==> src/rtl/mult_div_unit_if.sv <==
// mult_div_unit_if: request, MTHI/MTLO and result bus of the iterative
// multiply/divide unit.
//   master : execute stage side (drives start/op/operands and MTHI/MTLO writes)
//   slave  : mult_div_unit (drives busy/done/div_by_zero and the HI/LO registers)
interface mult_div_unit_if #(
    parameter int DATA_WIDTH = 32
);
    logic                  start_i;
    logic [1:0]            op_i;
    logic [DATA_WIDTH-1:0] a_i;
    logic [DATA_WIDTH-1:0] b_i;
    logic                  hi_wr_i;
    logic                  lo_wr_i;
    logic [DATA_WIDTH-1:0] wr_data_i;
    logic                  busy_o;
    logic                  done_o;
    logic                  div_by_zero_o;
    logic [DATA_WIDTH-1:0] hi_o;
    logic [DATA_WIDTH-1:0] lo_o;

    modport master (
        output start_i, op_i, a_i, b_i, hi_wr_i, lo_wr_i, wr_data_i,
        input  busy_o, done_o, div_by_zero_o, hi_o, lo_o
    );

    modport slave (
        input  start_i, op_i, a_i, b_i, hi_wr_i, lo_wr_i, wr_data_i,
        output busy_o, done_o, div_by_zero_o, hi_o, lo_o
    );
endinterface

==> src/rtl/mult_div_unit.sv <==
// mult_div_unit: iterative 32-bit MULT/MULTU/DIV/DIVU unit with HI/LO registers.
//   clk   : rising-edge clock
//   reset : asynchronous active-low reset
//   bus   : mult_div_unit_if.slave
//           start_i/op_i/a_i/b_i   request (sampled only in IDLE)
//           hi_wr_i/lo_wr_i/wr_data_i  MTHI/MTLO (accepted only in IDLE)
//           busy_o, done_o, div_by_zero_o, hi_o, lo_o
// Optional feature: define MDU_EARLY_OUT_EN to skip CALC when the divisor /
// multiplier operand b is zero (3-cycle latency instead of 35).
//
// state | meaning
// IDLE  | waiting for start_i; MTHI/MTLO accepted
// PREP  | operand magnitudes and signs, accumulator load, counter clear
// CALC  | one shift-add or restoring-divide step per cycle, 32 cycles
// FIXUP | sign fixup, HI/LO write, done pulse on the following cycle
module mult_div_unit #(
    parameter int DATA_WIDTH = 32
) (
    input logic             clk,
    input logic             reset,
    mult_div_unit_if.slave  bus
);
    localparam int W = DATA_WIDTH;

    typedef enum logic [1:0] {IDLE, PREP, CALC, FIXUP} state_t;

    state_t           state, state_nxt;
    logic [1:0]       op_q;
    logic [W-1:0]     a_q, b_q, opnd_q;
    logic [2*W-1:0]   acc_q;
    logic [4:0]       cnt_q;
    logic             neg_main_q, neg_rem_q;
    logic [W-1:0]     hi_q, lo_q;
    logic             done_q, dbz_q;

    logic             is_div, is_signed, b_zero, sign_a, sign_b;
    logic [W-1:0]     mag_a, mag_b;
    logic [W:0]       mul_sum;
    logic [2*W-1:0]   mul_next;
    logic [W:0]       div_shift;
    logic [W-1:0]     div_rem;
    logic             div_ge;
    logic [2*W-1:0]   div_next;
    logic [2*W-1:0]   prod_fix;
    logic [W-1:0]     quo_fix, rem_fix;

    assign is_div    = op_q[1];
    assign is_signed = ~op_q[0];
    assign b_zero    = (b_q == '0);
    assign sign_a    = is_signed & a_q[W-1];
    assign sign_b    = is_signed & b_q[W-1];
    assign mag_a     = sign_a ? -a_q : a_q;
    assign mag_b     = sign_b ? -b_q : b_q;

    // Multiply: {HI,LO} starts as {0, multiplier}; add multiplicand to the
    // upper half when the current LSB is set, then shift the 65-bit sum right.
    assign mul_sum  = {1'b0, acc_q[2*W-1:W]} + (acc_q[0] ? {1'b0, opnd_q} : '0);
    assign mul_next = {mul_sum, acc_q[W-1:1]};

    // Restoring divide: {rem, dividend} shifts left one bit per step. The
    // shifted remainder is < 2*divisor, so the difference fits in W bits.
    assign div_shift = {acc_q[2*W-1:W], acc_q[W-1]};
    assign div_ge    = (div_shift >= {1'b0, opnd_q});
    assign div_rem   = div_shift[W-1:0] - opnd_q;
    assign div_next  = div_ge ? {div_rem, acc_q[W-2:0], 1'b1}
                              : {div_shift[W-1:0], acc_q[W-2:0], 1'b0};

    assign prod_fix = neg_main_q ? -acc_q : acc_q;
    assign quo_fix  = neg_main_q ? -acc_q[W-1:0] : acc_q[W-1:0];
    assign rem_fix  = neg_rem_q ? -acc_q[2*W-1:W] : acc_q[2*W-1:W];

    always_ff @(posedge clk or negedge reset) begin
        if (!reset) state <= IDLE;
        else        state <= state_nxt;
    end

    always_comb begin
        state_nxt = state;
        case (state)
            IDLE:  if (bus.start_i) state_nxt = PREP;
`ifdef MDU_EARLY_OUT_EN
            PREP:  state_nxt = b_zero ? FIXUP : CALC;
`else
            PREP:  state_nxt = CALC;
`endif
            CALC:  if (cnt_q == 5'd31) state_nxt = FIXUP;
            FIXUP: state_nxt = IDLE;
            default: state_nxt = IDLE;
        endcase
    end

    always_ff @(posedge clk or negedge reset) begin
        if (!reset) begin
            op_q       <= '0;
            a_q        <= '0;
            b_q        <= '0;
            opnd_q     <= '0;
            acc_q      <= '0;
            cnt_q      <= '0;
            neg_main_q <= 1'b0;
            neg_rem_q  <= 1'b0;
            hi_q       <= '0;
            lo_q       <= '0;
            done_q     <= 1'b0;
            dbz_q      <= 1'b0;
        end else begin
            done_q <= 1'b0;
            dbz_q  <= 1'b0;
            case (state)
                IDLE: begin
                    if (bus.hi_wr_i) hi_q <= bus.wr_data_i;
                    if (bus.lo_wr_i) lo_q <= bus.wr_data_i;
                    if (bus.start_i) begin
                        op_q <= bus.op_i;
                        a_q  <= bus.a_i;
                        b_q  <= bus.b_i;
                    end
                end
                PREP: begin
                    neg_main_q <= sign_a ^ sign_b;
                    neg_rem_q  <= sign_a;
                    cnt_q      <= '0;
                    if (is_div) begin
                        opnd_q <= mag_b;
                        acc_q  <= {{W{1'b0}}, mag_a};
                    end else begin
                        opnd_q <= mag_a;
                        acc_q  <= {{W{1'b0}}, mag_b};
                    end
                end
                CALC: begin
                    acc_q <= is_div ? div_next : mul_next;
                    cnt_q <= cnt_q + 5'd1;
                end
                FIXUP: begin
                    done_q <= 1'b1;
                    if (is_div && b_zero) begin
                        // Raw dividend, no sign fixup, regardless of signedness.
                        hi_q  <= a_q;
                        lo_q  <= '1;
                        dbz_q <= 1'b1;
                    end else if (is_div) begin
                        hi_q <= rem_fix;
                        lo_q <= quo_fix;
                    end else begin
                        {hi_q, lo_q} <= prod_fix;
                    end
                end
                default: ;
            endcase
        end
    end

    assign bus.busy_o        = (state != IDLE);
    assign bus.done_o        = done_q;
    assign bus.div_by_zero_o = dbz_q;
    assign bus.hi_o          = hi_q;
    assign bus.lo_o          = lo_q;
endmodule
==> src/flat_wrapper.sv <==
// flat-port wrapper written by rule: the top's interface ports become plain ports
module mult_div_unit_flat 
#(
    parameter int DATA_WIDTH = 32
)
  (clk, reset, bus_start_i, bus_op_i, bus_a_i, bus_b_i, bus_hi_wr_i, bus_lo_wr_i, bus_wr_data_i, bus_busy_o, bus_done_o, bus_div_by_zero_o, bus_hi_o, bus_lo_o);
  mult_div_unit_if #(.DATA_WIDTH(DATA_WIDTH)) bus_i ();
  input logic clk;
  input logic reset;
  input wire logic [$bits(bus_i.start_i)-1:0] bus_start_i;
  input wire logic [$bits(bus_i.op_i)-1:0] bus_op_i;
  input wire logic [$bits(bus_i.a_i)-1:0] bus_a_i;
  input wire logic [$bits(bus_i.b_i)-1:0] bus_b_i;
  input wire logic [$bits(bus_i.hi_wr_i)-1:0] bus_hi_wr_i;
  input wire logic [$bits(bus_i.lo_wr_i)-1:0] bus_lo_wr_i;
  input wire logic [$bits(bus_i.wr_data_i)-1:0] bus_wr_data_i;
  output wire logic [$bits(bus_i.busy_o)-1:0] bus_busy_o;
  output wire logic [$bits(bus_i.done_o)-1:0] bus_done_o;
  output wire logic [$bits(bus_i.div_by_zero_o)-1:0] bus_div_by_zero_o;
  output wire logic [$bits(bus_i.hi_o)-1:0] bus_hi_o;
  output wire logic [$bits(bus_i.lo_o)-1:0] bus_lo_o;
  assign bus_i.start_i = bus_start_i;
  assign bus_i.op_i = bus_op_i;
  assign bus_i.a_i = bus_a_i;
  assign bus_i.b_i = bus_b_i;
  assign bus_i.hi_wr_i = bus_hi_wr_i;
  assign bus_i.lo_wr_i = bus_lo_wr_i;
  assign bus_i.wr_data_i = bus_wr_data_i;
  assign bus_busy_o = bus_i.busy_o;
  assign bus_done_o = bus_i.done_o;
  assign bus_div_by_zero_o = bus_i.div_by_zero_o;
  assign bus_hi_o = bus_i.hi_o;
  assign bus_lo_o = bus_i.lo_o;
  mult_div_unit #(.DATA_WIDTH(DATA_WIDTH)) u_core (.clk(clk), .reset(reset), .bus(bus_i));
endmodule
==> config.mk <==
export PLATFORM = sky130hd
export DESIGN_NAME = mult_div_unit_flat
export DESIGN_NICKNAME = d
export VERILOG_FILES = /design/src/rtl/mult_div_unit_if.sv /design/src/rtl/mult_div_unit.sv /design/src/flat_wrapper.sv
export SDC_FILE = /design/constraint.sdc
export NUM_CORES = 1
export LEC_CHECK = 0
export CAP_MARGIN = 0
export CORE_AREA = 2 2 236 169
export DETAILED_ROUTE_END_ITERATION = 16
export DIE_AREA = 0 0 238 171
export MAX_ROUTING_LAYER = met4
export PLACE_DENSITY = 0.67
export SLEW_MARGIN = 20
export SYNTH_ARGS = -nofsm -noshare
export SYNTH_HDL_FRONTEND = slang
export SYNTH_SLANG_ARGS = --single-unit
==> constraint.sdc <==
create_clock -name clk -period 5.5 [get_ports clk]
set_clock_uncertainty 0.15 [all_clocks]
set_input_delay 1.65 -clock clk [delete_from_list [all_inputs] [get_ports clk]]
set_output_delay 1.65 -clock clk [all_outputs]
set_load 0.005 [all_outputs]
==> impl_metrics.tcl <==
set metrics [dict create \
    critPathArrivalTime_ps 4630 \
    routed-via-count 17200 \
    ys.flop_type "dfrtp_1" \
    path_class "register to register" \
    final_common_cell "dfrtp_1" \
    synth_edf_count 0 \
    yosys_warnings 0 \
    async_reset_ff_frac 1.000 \
    endpoint_kind "register" \
    core_area_um2 38770 \
    htree_levels 1 \
    dp_slack_ps 1423 \
    final_cell_mix "dfrtp_1 (236), nor2_1 (218), o21ai_0 (189)" \
    cts_buffer_depth 3 \
    worstPathRequired_ps 5830 \
    grt_antenna_before_repair 1 \
    ios 170 \
    cts_tree "done" \
    grt_overflow 0 \
    hold_violations 0 \
    port_buffers 169 \
    antenna_left 0 \
    startpoint "u_core.acc_q[0]" \
    synth_cell_types 88 \
    setup_violations 0 \
    cts_resized 0 \
    min_period_ps 4302 \
    vdd_drop_max_mv 0.4544 \
    row_count 61 \
    synth_nets 2265 \
    grt_pass1_wl_um 101400 \
    holdWs_ps 327.3 \
    start_util 0.4602 \
    total_power_mw 16.14 \
    final_cell_area_um2 20880 \
    outcome "finished, final reports clean" \
    relSlewSlack 0.1836 \
    setup_tns_ps 0 \
    post-cts-setup-buffers 0 \
    synthCells 2086 \
    final_util 0.5385 \
    dpl-instance-area_um2 19950 \
    cts_made_buffers 27 \
    ctsHoldBuffers 0 \
    die_height_um 171 \
    hp-start "u_core.bus.lo_o[16]" \
    dpl.hpwl_um 51200 \
    dp_cells 2662 \
    drt_iter0_markers 2302 \
    stdcell_count 2711 \
    slew_viol_final 0 \
    fin_nets 2366 \
    dieWidth_um 238 \
    firstDrtPassIters 5 \
    first_global_vias 16070 \
    max_slew.worst_pin.slew_ps 1220 \
    grt_use_total 0.3365 \
    viasPerCell 6.343 \
    ys_seq_elements 237 \
    pwr_density_cell_nw_per_um2 773.0 \
    grt_setup_unrepaired "no" \
    dieArea_um2 40700 \
    syn_area_um2 17840 \
    cap_violations 0 \
    clockRootBuffer "clkbuf_16" \
    wl_um 67090 \
    leakagePower_nw 8.926 \
    fmax_mhz 232.5 \
    drc 0 \
    clock_latency_ps 570 \
    seq_area_frac_synth 0.3324 \
    grt_max_degree 95 \
    syn_avg_cell_area_um2 8.554 \
    setup_ws_ps 1198 \
    wire_per_inst_um 24.75 \
    drive_gt1_frac 0.08934 \
    post-route-period-util 0.7822 \
    start_kind "register" \
    hp-class "register to register" \
    clock_sinks 237 \
    r2r-start "u_core.acc_q[0]" \
    area_growth_pct 17.02 \
    gp_congestion 0.9769 \
    path_max_fanout 6 \
    path_clk_slew_ps 70 \
]
[metal layers]
| layer | global-route usage | up-vias | wire length, um | part of all wire |
|---|---|---|---|---|
| li1 | - | 7736 | - | - |
| met1 | 0.5113 | 8464 | 31170 | 0.46 |
| met2 | 0.4563 | 905 | 27120 | 0.40 |
| met3 | 0.06454 | 92 | 7229 | 0.11 |
| met4 | 0.07582 | 0 | 1567 | 0.023 |
| met5 | - | - | 0 | 0 |
[final timing paths]
check / slack [ps] / cells after the start / to
worst max-delay path: 1200 / 11 / u_core.bus.hi_o[8]
worst min-delay path: 330 / 1 / u_core.bus.lo_o[16]
worst max register to register: 1200 / 11 / u_core.bus.hi_o[8]
worst min register to register: 330 / 1 / u_core.bus.lo_o[16]
max in group asynchronous: 3200 / 2 / u_core.acc_q[21]
min in group asynchronous: 1000 / 1 / u_core.acc_q[57]
[critical path, stage by stage, from the launching register on]
cell and delay, ps:
dfrtp_1 440, inv_1 240, ha_1 300, or4b_4 550
nor4b_4 380, nand4_1 380, nand2_1 400, o21ai_0 230
xnor2_1 270, o211ai_1 490, o21ai_0 190, a21oi_1 180
[cell usage after synthesis (47+ instances only)]
cell type	number	area [um2]
dfrtp_1	237	5931
clkbuf_1	98	367.9
mux2_2	70	788.3
mux2i_1	47	470.5
o21ai_0	189	945.9
nand2_1	188	705.7
xnor2_1	82	718.2
ha_1	74	925.9
xor2_1	90	788.3
a21oi_1	159	795.8
inv_1	76	285.3
nor2_1	218	818.3
[state kept, by name, summed over array words and instances, names as in the netlist, 2 cells and up]
register,count
u_core.acc_q,64
u_core.bus.lo_o,32
u_core.state,2
u_core.a_q,32
u_core.op_q,2
u_core.b_q,32
u_core.opnd_q,32
u_core.bus.hi_o,32
u_core.cnt_q,5
[cell families (layout without fill, tap and decap cells)]
logic type | Yosys count | in the layout | synth area share
AOI/OAI and AO/OA | 611 | 611 | 0.2161
and+or+nand+nor | 652 | 652 | 0.1759
other | 0 | 2 | 0
xor gates and xnor gates | 173 | 173 | 0.08534
muxes | 134 | 134 | 0.09200
buffers and inverters | 203 | 322 | 0.04418
adders and majority gates | 76 | 76 | 0.05413
DFF | 237 | 237 | 0.3324
[cell type report]
class                   instances  area (um2)
diodes                          2       5.005
clock buffers                  36       759.5
clock inverters                11       165.2
fillers                      3584       17890
inverters                      78       292.8
multi-input cells            1646       11170
flip-flops and latches        237        5934
well taps                     504       630.6
repair buffers                197        1919
[report_power, final]
part	internal, mW	switching, mW
sequential	2.60	1.37
clock	1.15	0.784
combinational	4.03	6.20
total	7.79	8.35
Power figures use the tool's default switching activity.
